`src/rtl/irq_prio_ctrl_if.sv`:
```
// Interrupt controller bus: peripheral request lines, CPU handshake and
// controller status, grouped so the controller sees a single slave port.
interface irq_prio_ctrl_if #(
  parameter int INPUT_QTY = 8
);
  localparam int W = (INPUT_QTY > 1) ? $clog2(INPUT_QTY) : 1;

  logic                 ena;
  logic [INPUT_QTY-1:0] ins;
  logic [INPUT_QTY-1:0] mask;
  logic                 ack;
  logic                 eoi;
  logic                 irq_req;
  logic [W-1:0]         vec;
  logic                 in_service;
  logic [INPUT_QTY-1:0] pending;

  // Controller side
  modport slave (
    input  ena, ins, mask, ack, eoi,
    output irq_req, vec, in_service, pending
  );

  // Peripheral / CPU side
  modport master (
    output ena, ins, mask, ack, eoi,
    input  irq_req, vec, in_service, pending
  );
endinterface

```
`src/rtl/irq_prio_ctrl.sv`:
```
// Edge-latched interrupt priority controller. Rising edges on the request
// lines set pending bits; unmasked pending bits are arbitrated (fixed or
// rotating priority) and one registered request plus vector is offered to
// the CPU, closed by an ack / end-of-interrupt handshake.
module irq_prio_ctrl #(
  parameter int INPUT_QTY = 8,
  parameter bit ROTATE    = 1'b0
) (
  input logic             clk,
  input logic             rst,
  irq_prio_ctrl_if.slave  bus
);

  localparam int W = (INPUT_QTY > 1) ? $clog2(INPUT_QTY) : 1;

  typedef enum logic [1:0] {
    S_IDLE    = 2'd0,
    S_REQ     = 2'd1,
    S_SERVICE = 2'd2
  } state_t;

  state_t               state_q, state_d;
  logic [INPUT_QTY-1:0] ins_q;
  logic [INPUT_QTY-1:0] pending_q, pending_d;
  logic [INPUT_QTY-1:0] rise;
  logic [INPUT_QTY-1:0] eligible;
  logic [INPUT_QTY-1:0] clr;
  logic                 any_elig;
  logic [W-1:0]         winner;
  logic                 irq_req_q, irq_req_d;
  logic                 in_service_q, in_service_d;
  logic [W-1:0]         vec_q, vec_d;
  logic [W-1:0]         rot_ptr_q, rot_ptr_d;

  // Priority scan starting just above ptr and wrapping: index ptr+k (mod N)
  // for larger k has higher priority, so ptr-1 is the top and ptr itself the
  // bottom. With ptr=0 this is plain highest-index-wins.
  function automatic logic [W-1:0] pick_winner(
    input logic [INPUT_QTY-1:0] elig,
    input logic [W-1:0]         ptr
  );
    logic [W-1:0] win;
    int           idx;
    win = '0;
    for (int k = 0; k < INPUT_QTY; k++) begin
      idx = int'(ptr) + k;
      if (idx >= INPUT_QTY) idx = idx - INPUT_QTY;
      if (elig[idx]) win = W'(idx);
    end
    return win;
  endfunction

  assign rise     = bus.ins & ~ins_q;
  assign eligible = pending_q & ~bus.mask;
  assign any_elig = |eligible;
  assign winner   = pick_winner(eligible, rot_ptr_q);

  // FSM state register
  always_ff @(posedge clk) begin
    if (rst) state_q <= S_IDLE;
    else     state_q <= state_d;
  end

  // FSM next state; losing enable or all eligible requests in REQ takes
  // precedence over an ack arriving in the same cycle
  always_comb begin
    state_d = state_q;
    case (state_q)
      S_IDLE: begin
        if (bus.ena && any_elig) state_d = S_REQ;
      end
      S_REQ: begin
        if (!bus.ena || !any_elig) state_d = S_IDLE;
        else if (bus.ack)          state_d = S_SERVICE;
      end
      S_SERVICE: begin
        if (bus.eoi) state_d = S_IDLE;
      end
      default: state_d = S_IDLE;
    endcase
  end

  // FSM outputs and datapath next values; a new rise on the acked channel
  // re-sets its pending bit because set is OR-ed in after the clear
  always_comb begin
    irq_req_d    = (state_d == S_REQ);
    in_service_d = (state_d == S_SERVICE);
    vec_d        = vec_q;
    rot_ptr_d    = rot_ptr_q;
    clr          = '0;
    if (state_d == S_REQ) vec_d = winner;
    if (state_q == S_REQ && state_d == S_SERVICE) begin
      clr[vec_q] = 1'b1;
      if (ROTATE) rot_ptr_d = vec_q;
    end
    pending_d = (pending_q & ~clr) | rise;
  end

  // Edge detector, pending latch and registered outputs
  always_ff @(posedge clk) begin
    if (rst) begin
      ins_q        <= '0;
      pending_q    <= '0;
      irq_req_q    <= 1'b0;
      in_service_q <= 1'b0;
      vec_q        <= '0;
      rot_ptr_q    <= '0;
    end else begin
      ins_q        <= bus.ins;
      pending_q    <= pending_d;
      irq_req_q    <= irq_req_d;
      in_service_q <= in_service_d;
      vec_q        <= vec_d;
      rot_ptr_q    <= rot_ptr_d;
    end
  end

  assign bus.irq_req    = irq_req_q;
  assign bus.in_service = in_service_q;
  assign bus.vec        = vec_q;
  assign bus.pending    = pending_q;

endmodule
```
`src/flat_wrapper.sv`:
```
// flat-port wrapper written by rule: the top's interface ports become plain ports
module irq_prio_ctrl_flat 
#(
  parameter int INPUT_QTY = 8,
  parameter bit ROTATE    = 1'b0
)
  (clk, rst, bus_ena, bus_ins, bus_mask, bus_ack, bus_eoi, bus_irq_req, bus_vec, bus_in_service, bus_pending);
  irq_prio_ctrl_if #(.INPUT_QTY(INPUT_QTY)) bus_i ();
  input logic clk;
  input logic rst;
  input wire logic [$bits(bus_i.ena)-1:0] bus_ena;
  input wire logic [$bits(bus_i.ins)-1:0] bus_ins;
  input wire logic [$bits(bus_i.mask)-1:0] bus_mask;
  input wire logic [$bits(bus_i.ack)-1:0] bus_ack;
  input wire logic [$bits(bus_i.eoi)-1:0] bus_eoi;
  output wire logic [$bits(bus_i.irq_req)-1:0] bus_irq_req;
  output wire logic [$bits(bus_i.vec)-1:0] bus_vec;
  output wire logic [$bits(bus_i.in_service)-1:0] bus_in_service;
  output wire logic [$bits(bus_i.pending)-1:0] bus_pending;
  assign bus_i.ena = bus_ena;
  assign bus_i.ins = bus_ins;
  assign bus_i.mask = bus_mask;
  assign bus_i.ack = bus_ack;
  assign bus_i.eoi = bus_eoi;
  assign bus_irq_req = bus_i.irq_req;
  assign bus_vec = bus_i.vec;
  assign bus_in_service = bus_i.in_service;
  assign bus_pending = bus_i.pending;
  irq_prio_ctrl #(.INPUT_QTY(INPUT_QTY), .ROTATE(ROTATE)) u_core (.clk(clk), .rst(rst), .bus(bus_i));
endmodule
```
`config.mk`:
```
export PLATFORM = sky130hd
export DESIGN_NAME = irq_prio_ctrl_flat
export DESIGN_NICKNAME = d
export VERILOG_FILES = /design/src/rtl/irq_prio_ctrl_if.sv /design/src/rtl/irq_prio_ctrl.sv /design/src/flat_wrapper.sv
export SDC_FILE = /design/constraint.sdc
export NUM_CORES = 1
export LEC_CHECK = 0
export ABC_AREA = 1
export CAP_MARGIN = 20
export CORE_MARGIN = 2
export CORE_UTILIZATION = 49
export CTS_CLUSTER_DIAMETER = 40
export CTS_CLUSTER_SIZE = 8
export DETAILED_ROUTE_END_ITERATION = 10
export GPL_TIMING_DRIVEN = 0
export PLACE_DENSITY_LB_ADDON = 0.08
export SLEW_MARGIN = 20
export SYNTH_ARGS = -nofsm -noshare
export SYNTH_HDL_FRONTEND = slang
export SYNTH_SLANG_ARGS = --single-unit
```
`constraint.sdc`:
```
create_clock -name clk -period 2.8 [get_ports clk]
set_input_delay 0.28 -clock clk [delete_from_list [all_inputs] [get_ports clk]]
set_output_delay 0.28 -clock clk [all_outputs]
set_load 0.03 [all_outputs]
```
==> impl_results.md, run 1 <==
* Leakage power at roughly 0.74 nW
* Top cell type's share of synthesized area at 42.1%
* Antenna violations before repair at 0
* Detailed Route WL at ~2200 microns
* Post-Synthesis Cells at 164
* Critical path capture point type: output port
* Unrepaired setup endpoints after global routing: no
* Most frequent cells in the layout: 41 x nand2_1, 38 x inv_1, 33 x clkdlybuf4s50_1
* IO Count at 34
* Total number of vias at a little over 1,000
* Starting DRT DRC Count at 30
* Yosys top cell by area: dfxtp_1
* DIE HEIGHT at between 50 and 60 microns
* Worst hold path type: reg -> reg
* Clk buf depth at 2
* Vias per cell at 4.47
* Max frequency at 0.571 GHz
* Routed wire per std cell at between 9 and 10 microns
* Period minus WS final at approximately 1.8 ns
* Worst IR Drop VDD at 0.381 mV
* Slew @ Worst Pin at between 0.4 and 0.5 ns
* CTS root buf: clkbuf_4
* First-pass GRT wire length at 4060 microns
* Fillers at between 200 and 250
* Mapped Nets at around 190
* PostCTS Resize Cnt at 0
* R2R Path Start: u_core.bus.pending[6]
* Final slew viol count at 0
* Top delay family on crit path: buffers and inverters
* CORE AREA at around 2200 sq um
* R2r endpoint: u_core.bus.pending[1]
* Area of the multi-input gates at between 400 and 500 sq um
* Post CTS Setup Buffer Count at 0
* CP cell instances: clkdlybuf4s50_1
* Hold buffer count at cts at 0
* Post-Syn Area at approximately 1100 sq um
* PD cells at 497 nW/um^2
* Synth-to-layout area growth at 35.8%
* Clock Skews at about 0.0028 ns
* Critical Path Fanout Max at 6
* Net count, final at roughly 220
* Initial Util at between 50% and 60%
* Slew margin rel. at 68.0%
* Endpoints failing hold at 0
* Reg-to-reg setup timing slack at 1.55 ns
* Hold Crit Start: u_core.ins_q[7]
* Register area share after synthesis at around 42%
* Largest net degree at the start of global routing at 13
* Max-Cap Viols at 0
* Hold Path Stages at 3
* Flops & latches, synth at 23
* Distinct cells, synth at 17
* Worst setup path class: reg -> out
* Buffers plus inverters on the worst setup path at 1
* Outcome: complete, no violations
* CP max stage delay at between 0.7 and 0.8 ns
* Mean Syn Cell Area at approximately 6.7 sq um
* Crit-path slowest cell: clkdlybuf4s50_1
* Clk slew on worst S/H paths at between 0.1 and 0.15 ns
* Diodes inserted at 0
* Detail Route Antenna Nets at 0
* RD Place Congestion at between 0.8 and 0.9
* Hold Path Sink: u_core.bus.pending[7]
* Storage element area at 460 sq um
* Critical Path Source Type: flip-flop
* Share of cells above drive strength 1 at roughly 10%
* Register-to-Register Path Depth at 7
* Fin crit share at between 60% and 70%
* Power Total at 0.737 mW
* DR pass1 iterations at 4
* Critical path arrival at between 1 and 1.5 ns
* CTS tree: yes
* Clock H-tree levels at 1
* Die X at slightly above 50 microns
* CTS buffer count at 3
* Synth top area cells: dfxtp_1 42%, nand2_1 14%, inv_1 13%
* Setup_tns at 0 ns
* Final hold slack at between 0.4 and 0.5 ns
* Post-layout util at about two thirds
* Synth Warn # at 0
* DRC at 0
* Commonest non-fill, non-tap cell in the layout: nand2_1
* Grt ovf at 0
* Total Routing Usage GR at between 20% and 30%
* HPWL after DPL at roughly 1800 microns
* Sink Count at 23
* Die area at about 2600 sq um
* # rows at 17
* I/O Buffers at 33
* Clock latency at the later pin of the worst-skew pair at around 0.3 ns
* Vias in the first global route at around 980
* Crit path required time at about 2.5 ns
* Final setup vio count at 0
-- worst max path at each step --
stage	depth (start not counted)	slack (ns)	end	startpoint
final	1	1.05	bus_vec[2]	u_core.bus.vec[2]
after global routing	1	0.97	bus_vec[1]	u_core.bus.vec[1]
after CTS	1	1.04	bus_vec[0]	u_core.bus.vec[0]
after detailed placement	9	1.20	u_core.bus.pending[0]	bus_mask[6]
after global placement	10	1.22	u_core.bus.vec[1]	bus_mask[2]
after floorplan	7	1.52	u_core.bus.pending[2]	u_core.bus.pending[6]
-- flip-flops by register name (all words and copies together), names as in the netlist --
name / count
u_core.ins_q: 8
u_core.bus.pending: 8
u_core.bus.irq_req: 1
u_core.state_q: 2
u_core.bus.vec: 3
u_core.bus.in_service: 1
-- layout make-up --
type / instances / area share (%)
clock buffers: 4 / 1.77
flip-flops and latches: 23 / 31.0
repair buffers: 33 / 22.2
plain buffers: 3 / 0.927
well taps: 28 / 2.36
multi-input cells: 100 / 32.1
inverters: 38 / 9.60
-- Yosys cell counts --
master    number
a31o_2         1
buf_2          2
nand4_4        1
nor3_1         8
nand2_1       41
nor2_1        23
clkbuf_1       1
or3_1          1
a21oi_1        2
a21boi_4       1
inv_1         38
nor2_4         1
nor2_2         2
nand3_1        9
dfxtp_1       23
nand2_2        9
and3_1         1
-- logic make-up after synthesis --
family                 share of synthesized area, %
and+or+nand+nor                                40.2
DFF                                            42.1
AOI/OAI and AO/OA                              3.43
buffers and inverters                          14.3
-- stage by stage --
step	worst slack, ns	area [sq um]	cells
2_1_floorplan	1.52	1090	164
3_3_place_gp	1.22	1460	225
3_5_place_dp	1.20	1460	225
4_1_cts	1.04	1490	229
5_1_grt	0.972	1490	229
6_report	1.05	1490	229
-- routing by layer --
metal	GRT usage, %	share of wire, %	vias up
met4	6.58	0.81	0
met3	4.09	5.2	2
met1	23.9	44	443
met2	37.2	50	24
met5	0	0	-
li1	-	-	555
-- report_power, final --
part           internal [mW]  total [mW]  switching, mW
Sequential             0.353       0.374         0.0209
Clock                 0.0556       0.150         0.0943
Combinational         0.0933       0.213          0.120
(Power assumes the default switching activity.)
==> run 2, diff against run 1 <==
--- a/config.mk
+++ b/config.mk
@@ -8,7 +8,7 @@
 export ABC_AREA = 1
 export CAP_MARGIN = 20
 export CORE_MARGIN = 2
-export CORE_UTILIZATION = 49
+export CORE_UTILIZATION = 41
 export CTS_CLUSTER_DIAMETER = 40
 export CTS_CLUSTER_SIZE = 8
 export DETAILED_ROUTE_END_ITERATION = 10
==> constraint.sdc (replaced) <==
create_clock -name clk -period 1.5 [get_ports clk]
set_input_delay 0.15 -clock clk [delete_from_list [all_inputs] [get_ports clk]]
set_output_delay 0.15 -clock clk [all_outputs]
set_load 0.03 [all_outputs]
==> impl_results.md, run 2 (synthesized netlist as in run 1, its figures left out) <==
* Outcome: complete, no violations
* Net count, final at about 220
* Slew @ Worst Pin at approximately 0.47 ns
* Clock H-tree levels at 1
* Share of cells above drive strength 1 at ~10%
* Buffers plus inverters on the worst setup path at 1
* DRC at 0
* Final instance area at roughly 1500 sq um
* Detail Route Antenna Nets at 0
* Clk slew on worst S/H paths at 0.12 ns
* Largest net degree at the start of global routing at 13
* IO Count at 34
* Post-layout util at 59.1%
* Fin crit share at a little over nine tenths
* CTS buffer count at 3
* Critical Path Fanout Max at 1
* CTS root buf: clkbuf_4
* DIE HEIGHT at approximately 56 microns
* Worst hold path type: in -> reg
* Period minus WS final at between 1 and 1.5 ns
* Max frequency at 0.692 GHz
* Area after detailed placement at 1460 sq um
* Total number of vias at approximately 1,000
* Vias in the first global route at ~1,000
* Starting DRT DRC Count at 34
* CP max stage delay at roughly 0.66 ns
* Grt ovf at 0
* Critical path capture point type: output port
* Most frequent cells in the layout: 41 x nand2_1, 38 x inv_1, 23 x nor2_1, 23 x dfxtp_1, 21 x clkdlybuf4s50_1
* Detailed Route WL at around 2200 microns
* Commonest non-fill, non-tap cell in the layout: nand2_1
* Clock Skews at 0.00265 ns
* HPWL after DPL at around 1700 microns
* Critical Path Source Type: flip-flop
* Sink Count at 23
* Clk buf depth at 2
* Slew margin rel. at between 60% and 70%
* Final setup vio count at 0
* # rows at 18
* I/O Buffers at 33
* Critical path arrival at 1.30 ns
* Synth-to-layout area growth at 35.0%
* Post CTS Setup Buffer Count at 0
* Crit path required time at 1.35 ns
* Crit-path slowest cell: clkdlybuf4s50_1
* Diodes inserted at 0
* Setup_tns at 0 ns
* Max-Cap Viols at 0
* Leakage power at about 0.78 nW
* Endpoints failing hold at 0
* Total Routing Usage GR at between 15 and 20%
* Die area at slightly above 3000 sq um
* Worst IR Drop VDD at approximately 0.73 mV
* DR pass1 iterations at 4
* Worst setup path class: reg -> out
* RD Place Congestion at ~0.85
* Vias per cell at 4.31
* Top delay family on crit path: buffers and inverters
* CTS tree: yes
* CORE AREA at roughly 2500 sq um
* Final slew viol count at 0
* Unrepaired setup endpoints after global routing: no
* Routed wire per std cell at approximately 9.4 microns
* CP cell instances: clkdlybuf4s50_1
* Clock latency at the later pin of the worst-skew pair at slightly above 0.3 ns
* First-pass GRT wire length at 4000 microns
* Antenna violations before repair at 0
* Die X at 55.6 microns
* Initial Util at between 40% and 50%
* PD cells at a little over 900 nW/um^2
-- run 2: area by class of cell --
class / count / area, sq um
fillers: 254 / 1020
well taps: 30 / 37.5
multi-input cells: 100 / 477
flip-flops and latches: 23 / 460
repair buffers: 33 / 319
inverters: 38 / 143
plain buffers: 3 / 13.8
clock buffers: 4 / 26.3
-- run 2: per-layer routing --
| metal | vias up | track usage [%] | share of wire [%] |
|---|---|---|---|
| li1 | 554 | - | - |
| met1 | 411 | 19.6 | 48 |
| met2 | 27 | 26.7 | 45 |
| met3 | 3 | 3.26 | 5.6 |
| met4 | 0 | 8.36 | 1.4 |
| met5 | - | 0 | 0 |
-- run 2: worst paths after layout --
check                             start                    end  slack [ns]  cells past startpoint
setup / recovery  u_core.bus.in_service         bus_in_service        0.05                      1
hold reg to reg         u_core.ins_q[4]  u_core.bus.pending[4]        0.47                      3
hold / removal               bus_ins[5]        u_core.ins_q[5]        0.35                      3
setup reg to reg  u_core.bus.pending[6]  u_core.bus.pending[2]        0.29                      7
-- run 2: timing repair --
action / 4_1_cts / 5_1_grt
hold buffers: 0 / 0
setup endpoints to repair: 11 / 1
resized for setup: 11 / 1
hold endpoints to repair: 0 / 0
-- run 2: stage by stage --
| step | total power [mW] | hold WS (ns) | std cells | setup slack [ns] |
|---|---|---|---|---|
| finish | 1.35 | 0.348 | 231 | 0.0544 |
| global route | 1.45 | 0.348 | 231 | 0.0119 |
| CTS | 1.38 | 0.338 | 231 | 0.0304 |
| detailed placement | 1.11 | 0.443 | 227 | 0.0380 |
| global placement | 1.10 | 0.437 | 227 | 0.0447 |
| floorplan | 0.951 | 0.233 | 164 | 0.216 |
-- run 2: where the power goes --
part           leakage, nW  switching (mW)  total (mW)  internal (mW)
sequential           0.191          0.0371       0.697          0.660
combinational        0.576           0.221       0.374          0.152
clock               0.0150           0.180       0.284          0.104
==> run 3, diff against run 2 <==
--- a/config.mk
+++ b/config.mk
@@ -7,8 +7,10 @@
 export LEC_CHECK = 0
 export ABC_AREA = 1
 export CAP_MARGIN = 20
+export CELL_PAD_IN_SITES_DETAIL_PLACEMENT = 1
+export CELL_PAD_IN_SITES_GLOBAL_PLACEMENT = 1
 export CORE_MARGIN = 2
-export CORE_UTILIZATION = 41
+export CORE_UTILIZATION = 28
 export CTS_CLUSTER_DIAMETER = 40
 export CTS_CLUSTER_SIZE = 8
 export DETAILED_ROUTE_END_ITERATION = 10
==> impl_results.md, run 3 (synthesized netlist as in run 1, its figures left out) <==
* Routed wl met2 at approximately 1300 microns
* PD cells at a little under 1000 nW/um^2
* Most frequent cells in the layout: 41 x nand2_1, 38 x inv_1, 23 x nor2_1, 23 x dfxtp_1, 22 x clkdlybuf4s50_1
* Outcome: complete, no violations
* Critical path arrival at between 1 and 1.5 ns
* Routed wire per std cell at ~11 microns
* DIE HEIGHT at around 66 microns
* CP max stage delay at between 0.6 and 0.7 ns
* Clock H-tree levels at 1
* Final slew viol count at 0
* Worst hold path type: in -> reg
* Detail Route Antenna Nets at 0
* Top delay family on crit path: buffers and inverters
* Clock latency at the later pin of the worst-skew pair at about 0.27 ns
* Slew @ Worst Pin at about 0.5 ns
* Hold buffer count at cts at 0
* Slew margin rel. at roughly 67%
* CORE AREA at about 3700 sq um
* Reg-to-reg setup timing slack at about 0.28 ns
* Final instance area at about 1500 sq um
* Max frequency at slightly above 0.7 GHz
* Starting DRT DRC Count at 35
* M1 WL at approximately 1200 microns
* Largest net degree at the start of global routing at 14
* Buffers plus inverters on the worst setup path at 1
* Net count, final at ~220
* Cell Count, Final, Fillers Out at between 200 and 250
* Final setup vio count at 0
* Worst IR Drop VDD at between 0.3 and 0.4 mV
* CP cell instances: clkdlybuf4s50_1
* I/O Buffers at 33
* Critical path capture point type: output port
* Max-Cap Viols at 0
* Detailed Route WL at roughly 2700 microns
* Share of cells above drive strength 1 at 10.4%
* Commonest non-fill, non-tap cell in the layout: nand2_1
* Clk buf depth at 2
* Sink Count at 23
* Die area at about 4400 sq um
* Setup_tns at 0 ns
* HPWL after DPL at 2150 microns
* Clk slew on worst S/H paths at roughly 0.09 ns
* DRC at 0
* Period minus WS final at approximately 1.4 ns
* CTS root buf: clkbuf_8
* Critical Path Source Type: flip-flop
* Total number of vias at 1,059
* Crit-path slowest cell: clkdlybuf4s50_1
* Die X at between 60 and 70 microns
* Grt ovf at 0
* # rows at 22
* IO Count at 34
* DR pass1 iterations at 4
* CTS tree: yes
* Endpoints failing hold at 0
* Crit path required time at about 1.4 ns
* Critical Path Fanout Max at 1
* Initial Util at between 20% and 30%
* Antenna violations before repair at 0
* Clock Skews at ~0.0053 ns
* Total Routing Usage GR at between 10% and 20%
* Area after detailed placement at ~1500 sq um
* Vias per cell at around 4.3
* Leakage power at 0.827 nW
* Vias in the first global route at 1,082
* Met3 wire len at 106 microns
* Worst setup path class: reg -> out
* DR top layer: met4
* Unrepaired setup endpoints after global routing: no
* RD Place Congestion at 0.819
* First-pass GRT wire length at 4580 microns
* Diodes inserted at 0
* CTS buffer count at 3
* Synth-to-layout area growth at 40.4%
* Placed Cells at about 250
* Fin crit share at 92.7%
==> run 3: cell count changes in the layout (fill, tap and decap cells not counted), sizes merged <==
cell	before	now
dlygate4sd2	11	6
dlymetal6s2s	1	5
clkbuf	5	4
clkdlybuf4s50	21	22
clkinv	0	1
==> run 3: metal layers <==
layer,up-vias,track usage (%)
li1,554,-
met1,481,16.1
met2,20,24.6
met3,4,3.04
met5,-,0
met4,0,5.36
==> run 3: path summary, 6_finish.rpt <==
check / start / end / depth (start not counted)
min: bus_ins[0] / u_core.ins_q[0] / 3
max reg2reg: u_core.bus.pending[4] / u_core.bus.pending[4] / 7
max: u_core.bus.in_service / bus_in_service / 1
min reg2reg: u_core.ins_q[7] / u_core.bus.pending[7] / 3
==> run 3: metrics by stage <==
stage	hold slack, ns	util [%]	power [mW]	setup WS, ns
2_1_floorplan	0.233	-	0.951	0.216
3_3_place_gp	0.440	39.9	1.11	0.0311
3_5_place_dp	0.446	39.9	1.12	0.00960
4_1_cts	0.402	41.0	1.51	0.00176
5_1_grt	0.411	41.3	1.58	0.0461
6_report	0.406	41.3	1.48	0.110
==> run 3: repair_timing <==
action | CTS | global route
setup buffers | 0 | 0
gates resized for setup | 6 | 5
endpoints found under the setup margin | 6 | 5
==> run 3: area by class of cell <==
class	count	area, sq um
Fill cell	497	2180
Multi-Input combinational cell	100	477
Sequential cell	23	460
Timing Repair Buffer	33	335
Inverter	38	143
Tap cell	48	60.1
Clock buffer	3	41.3
Buffer	3	13.8
Clock inverter	1	5.00
==> run 3: worst register-to-register path, delay by kind of cell (launching register included) <==
family | cells | cell delay [ns]
compound gates | 1 | 0.25
flops | 1 | 0.39
simple gates | 6 | 0.49
==> run 3: report_power, final <==
part           internal (mW)  switching, mW  total, mW
combinational          0.160          0.227      0.386
clock                  0.186          0.209      0.395
sequential             0.659         0.0417      0.701
